==> config.mk <==
export PLATFORM = sky130hd
export DESIGN_NAME = pc_gen
export DESIGN_NICKNAME = d
export VERILOG_FILES = /design/src/rtl/pc_gen.sv
export SDC_FILE = /design/constraint.sdc
export NUM_CORES = 1
export LEC_CHECK = 0
export CAP_MARGIN = 0
export CORE_ASPECT_RATIO = 1.75
export CORE_MARGIN = 3
export CORE_UTILIZATION = 50
export CTS_CLUSTER_DIAMETER = 150
export CTS_CLUSTER_SIZE = 30
export DETAILED_ROUTE_END_ITERATION = 16
export GPL_TIMING_DRIVEN = 0
export PLACE_DENSITY_LB_ADDON = 0.1
export SYNTH_ARGS = -nofsm -noshare
export SYNTH_HDL_FRONTEND = slang
export SYNTH_SLANG_ARGS = --single-unit
==> constraint.sdc <==
create_clock -name Clk_Core -period 11.1 [get_ports Clk_Core]
set_clock_uncertainty 0.1 [all_clocks]
set_input_delay 2.22 -clock Clk_Core [delete_from_list [all_inputs] [get_ports Clk_Core]]
set_output_delay 2.22 -clock Clk_Core [all_outputs]
set_load 0.05 [all_outputs]
==> src/rtl/pc_gen.sv <==
// Program-counter unit: architectural PC, next-PC selection (trap, redirect, RAS return,
// sequential), misaligned-target detection, return-address stack and retired-instruction counter.
module pc_gen #(
   parameter int unsigned     XLEN         = 32,
   parameter logic [XLEN-1:0] RESET_VECTOR = '0,
   parameter int unsigned     C_EXT        = 0,
   parameter int unsigned     RAS_DEPTH    = 4,
   parameter int unsigned     CNT_WIDTH    = 64
) (
   input  logic                 Clk_Core,
   input  logic                 Rst_Core_N,
   input  logic                 Halt,
   input  logic                 Inst_Compressed,
   input  logic                 Redirect_Valid,
   input  logic [XLEN-1:0]      Redirect_Target,
   input  logic                 Trap_Valid,
   input  logic [XLEN-1:0]      Trap_Vector,
   input  logic                 Ras_Push,
   input  logic                 Ras_Pop,
   output logic [XLEN-1:0]      Program_Count,
   output logic [XLEN-1:0]      Program_Count_Off,
   output logic                 Ras_Empty,
   output logic                 Misaligned_Fault,
   output logic [XLEN-1:0]      Fault_Addr,
   output logic [CNT_WIDTH-1:0] Retire_Count
);

   localparam int unsigned     PTR_W      = $clog2(RAS_DEPTH);
   localparam logic [PTR_W:0]  CNT_FULL   = (PTR_W+1)'(RAS_DEPTH);
   localparam logic [PTR_W:0]  CNT_ONE    = (PTR_W+1)'(1);
   localparam logic [PTR_W-1:0] PTR_ONE   = PTR_W'(1);
   localparam logic [XLEN-1:0] ALIGN_MASK = (C_EXT != 0) ? ~XLEN'(1) : ~XLEN'(3);

   logic [XLEN-1:0]      pc_q, pc_d;
   logic [XLEN-1:0]      inc, link, trap_pc, ras_top;
   logic                 fault_q, fault_d;
   logic [XLEN-1:0]      fault_addr_q, fault_addr_d;
   logic [CNT_WIDTH-1:0] retire_q, retire_d;
   logic [PTR_W-1:0]     top_q, top_d, ras_waddr;
   logic [PTR_W:0]       cnt_q, cnt_d;
   logic [XLEN-1:0]      ras_mem [RAS_DEPTH];
   logic                 ras_we, ras_empty, tgt_misaligned, retire;

   assign inc            = ((C_EXT != 0) && Inst_Compressed) ? XLEN'(2) : XLEN'(4);
   assign link           = pc_q + inc;
   assign trap_pc        = Trap_Vector & ALIGN_MASK;
   assign tgt_misaligned = (C_EXT != 0) ? Redirect_Target[0] : |Redirect_Target[1:0];
   assign ras_empty      = (cnt_q == '0);
   assign ras_top        = ras_mem[top_q];

   always_comb begin
      pc_d         = pc_q;
      fault_d      = 1'b0;
      fault_addr_d = fault_addr_q;
      retire       = 1'b0;
      if (Trap_Valid) begin
         pc_d = trap_pc;
      end else if (Halt) begin
         pc_d = pc_q;
      end else if (Redirect_Valid && tgt_misaligned) begin
         fault_d      = 1'b1;
         fault_addr_d = Redirect_Target;
      end else begin
         retire = 1'b1;
         if (Redirect_Valid)
            pc_d = Redirect_Target;
         else if (Ras_Pop && !ras_empty)
            pc_d = ras_top;
         else
            pc_d = link;
      end
      retire_d = retire_q + CNT_WIDTH'(retire);
   end

   // Stack bookkeeping; the pop value above is read from the pre-edge top entry.
   always_comb begin
      top_d     = top_q;
      cnt_d     = cnt_q;
      ras_we    = 1'b0;
      ras_waddr = top_q;
      if (retire) begin
         if (Ras_Push && Ras_Pop && !ras_empty) begin
            ras_we    = 1'b1;
            ras_waddr = top_q;
         end else if (Ras_Push) begin
            ras_we    = 1'b1;
            ras_waddr = top_q + PTR_ONE;
            top_d     = top_q + PTR_ONE;
            if (cnt_q != CNT_FULL)
               cnt_d = cnt_q + CNT_ONE;
         end else if (Ras_Pop && !ras_empty) begin
            top_d = top_q - PTR_ONE;
            cnt_d = cnt_q - CNT_ONE;
         end
      end
   end

   always_ff @(posedge Clk_Core) begin
      if (!Rst_Core_N) begin
         pc_q         <= RESET_VECTOR;
         fault_q      <= 1'b0;
         fault_addr_q <= '0;
         retire_q     <= '0;
         top_q        <= '0;
         cnt_q        <= '0;
      end else begin
         pc_q         <= pc_d;
         fault_q      <= fault_d;
         fault_addr_q <= fault_addr_d;
         retire_q     <= retire_d;
         top_q        <= top_d;
         cnt_q        <= cnt_d;
      end
   end

   always_ff @(posedge Clk_Core) begin
      if (Rst_Core_N && ras_we)
         ras_mem[ras_waddr] <= link;
   end

   assign Program_Count     = pc_q;
   assign Program_Count_Off = link;
   assign Ras_Empty         = ras_empty;
   assign Misaligned_Fault  = fault_q;
   assign Fault_Addr        = fault_addr_q;
   assign Retire_Count      = retire_q;

endmodule

# After elaboration in Yosys (flattened, before gate mapping)
# Memory sizes are Yosys's and may differ from the RTL's. A register that Yosys moved wholly into a read port is not among the register bits.
# Index checks and enable logic that the tools add are counted.
# totals
inputBits	72
ram_bits	128
wordCells	63
regBits	134
output_inout_bits	162
memories	1
# op_classes
n_mux	24
n_reduce_logical	16
eq_ne	4
bitwise_logic	5
add_sub_neg	6
# mem_list
name	words	word_bits	read_ports	rd_clocked_by_memory_dff	wr	line	source
ras_mem	4	32	1	1	1	41	logic [XLEN-1:0] ras_mem [RAS_DEPTH];
# op_table
operator	n
$mux 32	5
$add 64x1->64	1
$add 32x3->32 const B	1
$mux 2	7
$mux 1	9
$mux 3	3
$reduce_and 3->1	2
$logic_and 1x1->1	5
$not 1->1	5
$ne 2x1->1 const B	2
$reduce_and 2->1	2
$reduce_and 4->1	1
$reduce_or 2->1	2
$add 3x1->3 const B	1
$logic_not 3->1	1
$ne 3x3->1 const B	1
$reduce_or 3->1	1
$sub 3x1->3 const B	1
$add 2x1->2 const B	1
$ne 2x2->1 const B	1
$reduce_bool 2->1	1
$sub 2x1->2 const B	1
$logic_not 1->1	1

# Depth between registers and ports, before layout
# depth
word_depth	9
depth_mapped	12
mapped_depth_nobuf	9

# Worst setup path after synthesis
# OpenSTA, ideal clock, no wires.
# synth_path
kind	in2reg
from	input port Redirect_Target[0]
to	memory ras_mem[2][0] (enable)
path_slack_ps	5022
path_buffers	1
arrival_time_ps	5510
cell_stages	5
setup_time_ps	468
t_required_ps	10532
cell_sequence	o21ai_0 and3_1 clkbuf_1 nand2_1 nor3b_1
# synth_via
elab_chain_cells	9
word_cells_on_any_way	10
cone_classes	mux: 7; reduce/logical: 3
# synth_rtl
item	line	source
start, declared	15	input logic [XLEN-1:0] Redirect_Target,
$reduce_or 2->1 (*)	47	assign tgt_misaligned = (C_EXT != 0) ? Redirect_Target[0] : |Redirect_Target[1:0];
$logic_and 1x1->1 (*)	60	end else if (Redirect_Valid && tgt_misaligned) begin
$mux 1 (*)	60	
$mux 1 (*)	58	end else if (Halt) begin
$mux 1 (*)	56	if (Trap_Valid) begin
$mux 1	81	if (retire) begin
$logic_and 1x1->1	117	if (Rst_Core_N && ras_we)
$mux 1	117	
$mux 1 (not written as such)	118	ras_mem[ras_waddr] <= link;
end, declared	41	
# Every way passes the cells marked *; elsewhere a longest branch is shown, timed or not.

# Final worst setup path
# layout_path
from	register pc_q[2], in the netlist Program_Count[2]
to	output port Program_Count_Off[24]
# layout_via
elab_chain_cells	1
# layout_rtl
item	line	source
start, declared	34	logic [XLEN-1:0] pc_q, pc_d;
start signal, assigned	107	pc_q <= pc_d;
$add 32x3->32	45	assign link = pc_q + inc;
end, declared	21	output logic [XLEN-1:0] Program_Count_Off,
# No other way between the ends.

==> metrics.cfg <==
[run_status]
status=completed

[pwr]
swShare=0.268
vdd_ir_drop_max_mv=0.127
p_total_mw=1.85
p_switching_mw=0.495
p_int_mw=1.35
p_seq_frac=0.572
combPwrFrac=0.142
power_frac_clock=0.286
p_leak_nw=4.72
power_density_nw_per_um2=123

[synth]
yosysSeqAreaShare=0.557
syn_area_per_cell_um2=10.9
synth_nets=1163
syn_area_um2=11800
synth-edff-count=128
post-synth-top-area-fraction=0.326
synth_top_area_cell=edfxtp_1
synth_cells=1085
synth_ff_type=dfxtp_1
synth_seq_cells=264
yosys_warnings=0
synth_top_cells_by_area=edfxtp_1 (33%), dfxtp_1 (23%), mux4_2 (6.1%)
synthArstFlopShare=0
synth.distinct_cells=67

[clocking]
numClockSinks=264
numCtsBuffers=12
clkTransAtPathRegs_ps=120
h-tree-depth=1
post_cts_buffers=0
cts_tree=yes
ctsHoldBuffers=0
root_buffer=clkbuf_16
worstSkewPairLatency_ps=500
cts-resized-gates=0
clockBufferDepth=3

[routing]
dr.max_layer_used=met4
wl_um=38400
drtIter0Drc=1093
met2_length_um=19700
m1WireLength_um=13600
ant_nets=0
dr_wl_met3_um=3110
vias_per_cell=6.16
first_pass_iters=6
vias=10142
wl_per_cell_um=23.3
drcViolationCount=0

[timing]
drv_slew=0
worstMarginPinSlew_ps=1320
max_freq_mhz=147
hold_viol_final=0
rsz0062_at_grt=false
setup_tns_ps=0
setup_viol=0
period_minus_slack_ps=6810
finalCritPeriodShare=0.614
max-slew-margin-rel=0.120

[setup_path]
end_kind=output port
required_ps=8780
worstPathMaxFanout=10
critPathLaunchType=flop
cp.arrival_ps=4490
critPathKind=flop to output port

[floorplan]
fp.dieW_um=122
io_pins=234
core_um2=22900
die_h_um=209
row_count=73
die_area_um2=25500
initial_utilization=0.514

[grt]
grt_usage=0.295
antenna_found_initial=1
grt_pass1_wl_um=57600
grt-ovfl-total=0
grt_pass1_vias=9930
grt_max_degree=32

[place]
placed_cell_area_um2=14600
dp.cells=1625
post-dp-hpwl_um=29400
place.gp.congestion=0.964
port_buffers=230

[finish]
fin_nets=1417
area_delta_synth_final_pct=27.1
drive_above_1_share=0.0639
final_cell_count_no_fill=1646
postLayoutCoreUtil=0.653
fin_area_um2=15000

[worst_hold_path]
hp-class=flop to flop

[flow_run]
drv_cap=0

==> per-stage QoR <==
step / setup WS (ps) / hold WS (ps)
after floorplan: 5020 / 394
after global placement: 1890 / 340
after detailed placement: 4890 / 349
after CTS: 4310 / 364
after global routing: 4140 / 382
final: 4290 / 362
==> registers in the layout, indices dropped and copies added (netlist names), named ones only <==
register          flops
cnt_q                 3
Program_Count        30
Retire_Count         64
top_q                 2
Misaligned_Fault      1
Fault_Addr           32
ras_mem             128
==> cell families after synthesis <==
group           after synthesis  synth area share
xor+xnor                     47            0.0349
fa+ha+maj                     6           0.00701
compound gates              242             0.133
flops                       264             0.557
buf+inv                      86            0.0289
simple gates                405             0.175
mux                          35            0.0637
==> power by group through the flow <==
stage                     clock network, mW  logic, mW  registers (mW)
after global placement                    0      0.258            1.08
after detailed placement                  0      0.261            1.08
after global routing                  0.564      0.275            1.06
final                                 0.527      0.263            1.06
after CTS                             0.534      0.262            1.06
after floorplan                           0      0.112            1.11
==> final timing paths <==
kind,start,endpoint,slack (ps),depth (start not counted)
hold reg to reg,Fault_Addr[9]$_SDFFE_PN0P_,Fault_Addr[9]$_SDFFE_PN0P_,360,2
hold / removal,Fault_Addr[9]$_SDFFE_PN0P_,Fault_Addr[9]$_SDFFE_PN0P_,360,2
setup reg to reg,cnt_q[0]$_SDFFE_PN0P_,ras_mem[3][16]$_DFFE_PP_,7430,6
setup / recovery,Program_Count[2]$_SDFFE_PN0P_,Program_Count_Off[24],4290,7
==> cell usage after synthesis (5+ instances only) <==
cell        n
nor2_1     62
o21bai_1    6
or4_1      22
or2_2       5
xor2_1     28
and3_1     11
and2_1     13
nand3_1    37
and4_1      7
ha_1        5
buf_2       7
nand2_1   142
edfxtp_1  128
o22ai_1    14
nand4_1    32
o21a_1      6
o21ai_0    35
or3_1      11
a21oi_1    74
clkbuf_1   55
mux4_2     32
a31oi_1    10
nor3_1     21
nor4_1     16
xnor2_1    19
dfxtp_1   136
nand2b_1    9
a22oi_1    27
o31a_1      5
o31ai_1    21
o221ai_1    8
inv_1      16
a211oi_1    7
==> cells in the final DEF, fill, tap and decap left out, drive strengths merged, types with 8 or more instances in the layout <==
cell,netlist,layout
clkbuf,56,75
a22oi,27,27
and2,15,15
nand2,142,142
edfxtp,128,128
nor3,23,23
inv,16,16
dfxtp,136,136
o31ai,21,21
xor2,28,28
clkdlybuf4s50,0,230
nand2b,9,9
o22ai,14,14
o21ai,35,35
a21oi,74,74
a31oi,10,10
or3,11,11
buf,11,21
nand3,38,38
nor2,62,62
and3,11,11
or4,22,22
mux4,32,32
nor4,17,17
o221ai,8,8
xnor2,19,19
nand4,34,34
==> cell type report <==
| class | count | area, µm² |
|---|---|---|
| multi-input combinational | 735 | 4890 |
| buffer | 67 | 269 |
| fill | 1832 | 7950 |
| antenna | 1 | 2.50 |
| clock buffer | 19 | 348 |
| timing repair buffer | 240 | 2440 |
| sequential | 264 | 6570 |
| clock inverter | 1 | 8.76 |
| tap | 300 | 375 |
| inverter | 19 | 71.3 |
==> critical path, stage by stage, from the launching register on <==
cell and delay, ps:
dfxtp_1 530, ha_1 240, nand3_1 320, nor4_1 960, clkbuf_1 420, nand2_1 120
xnor2_1 420, clkdlybuf4s50_1 960
==> layer usage <==
metal,up-vias,global-route usage
met3,110,0.0368
li1,4606,-
met5,-,0
met1,4881,0.352
met4,0,0.134
met2,545,0.524
Note: power is estimated with default switching activity, not from simulation.
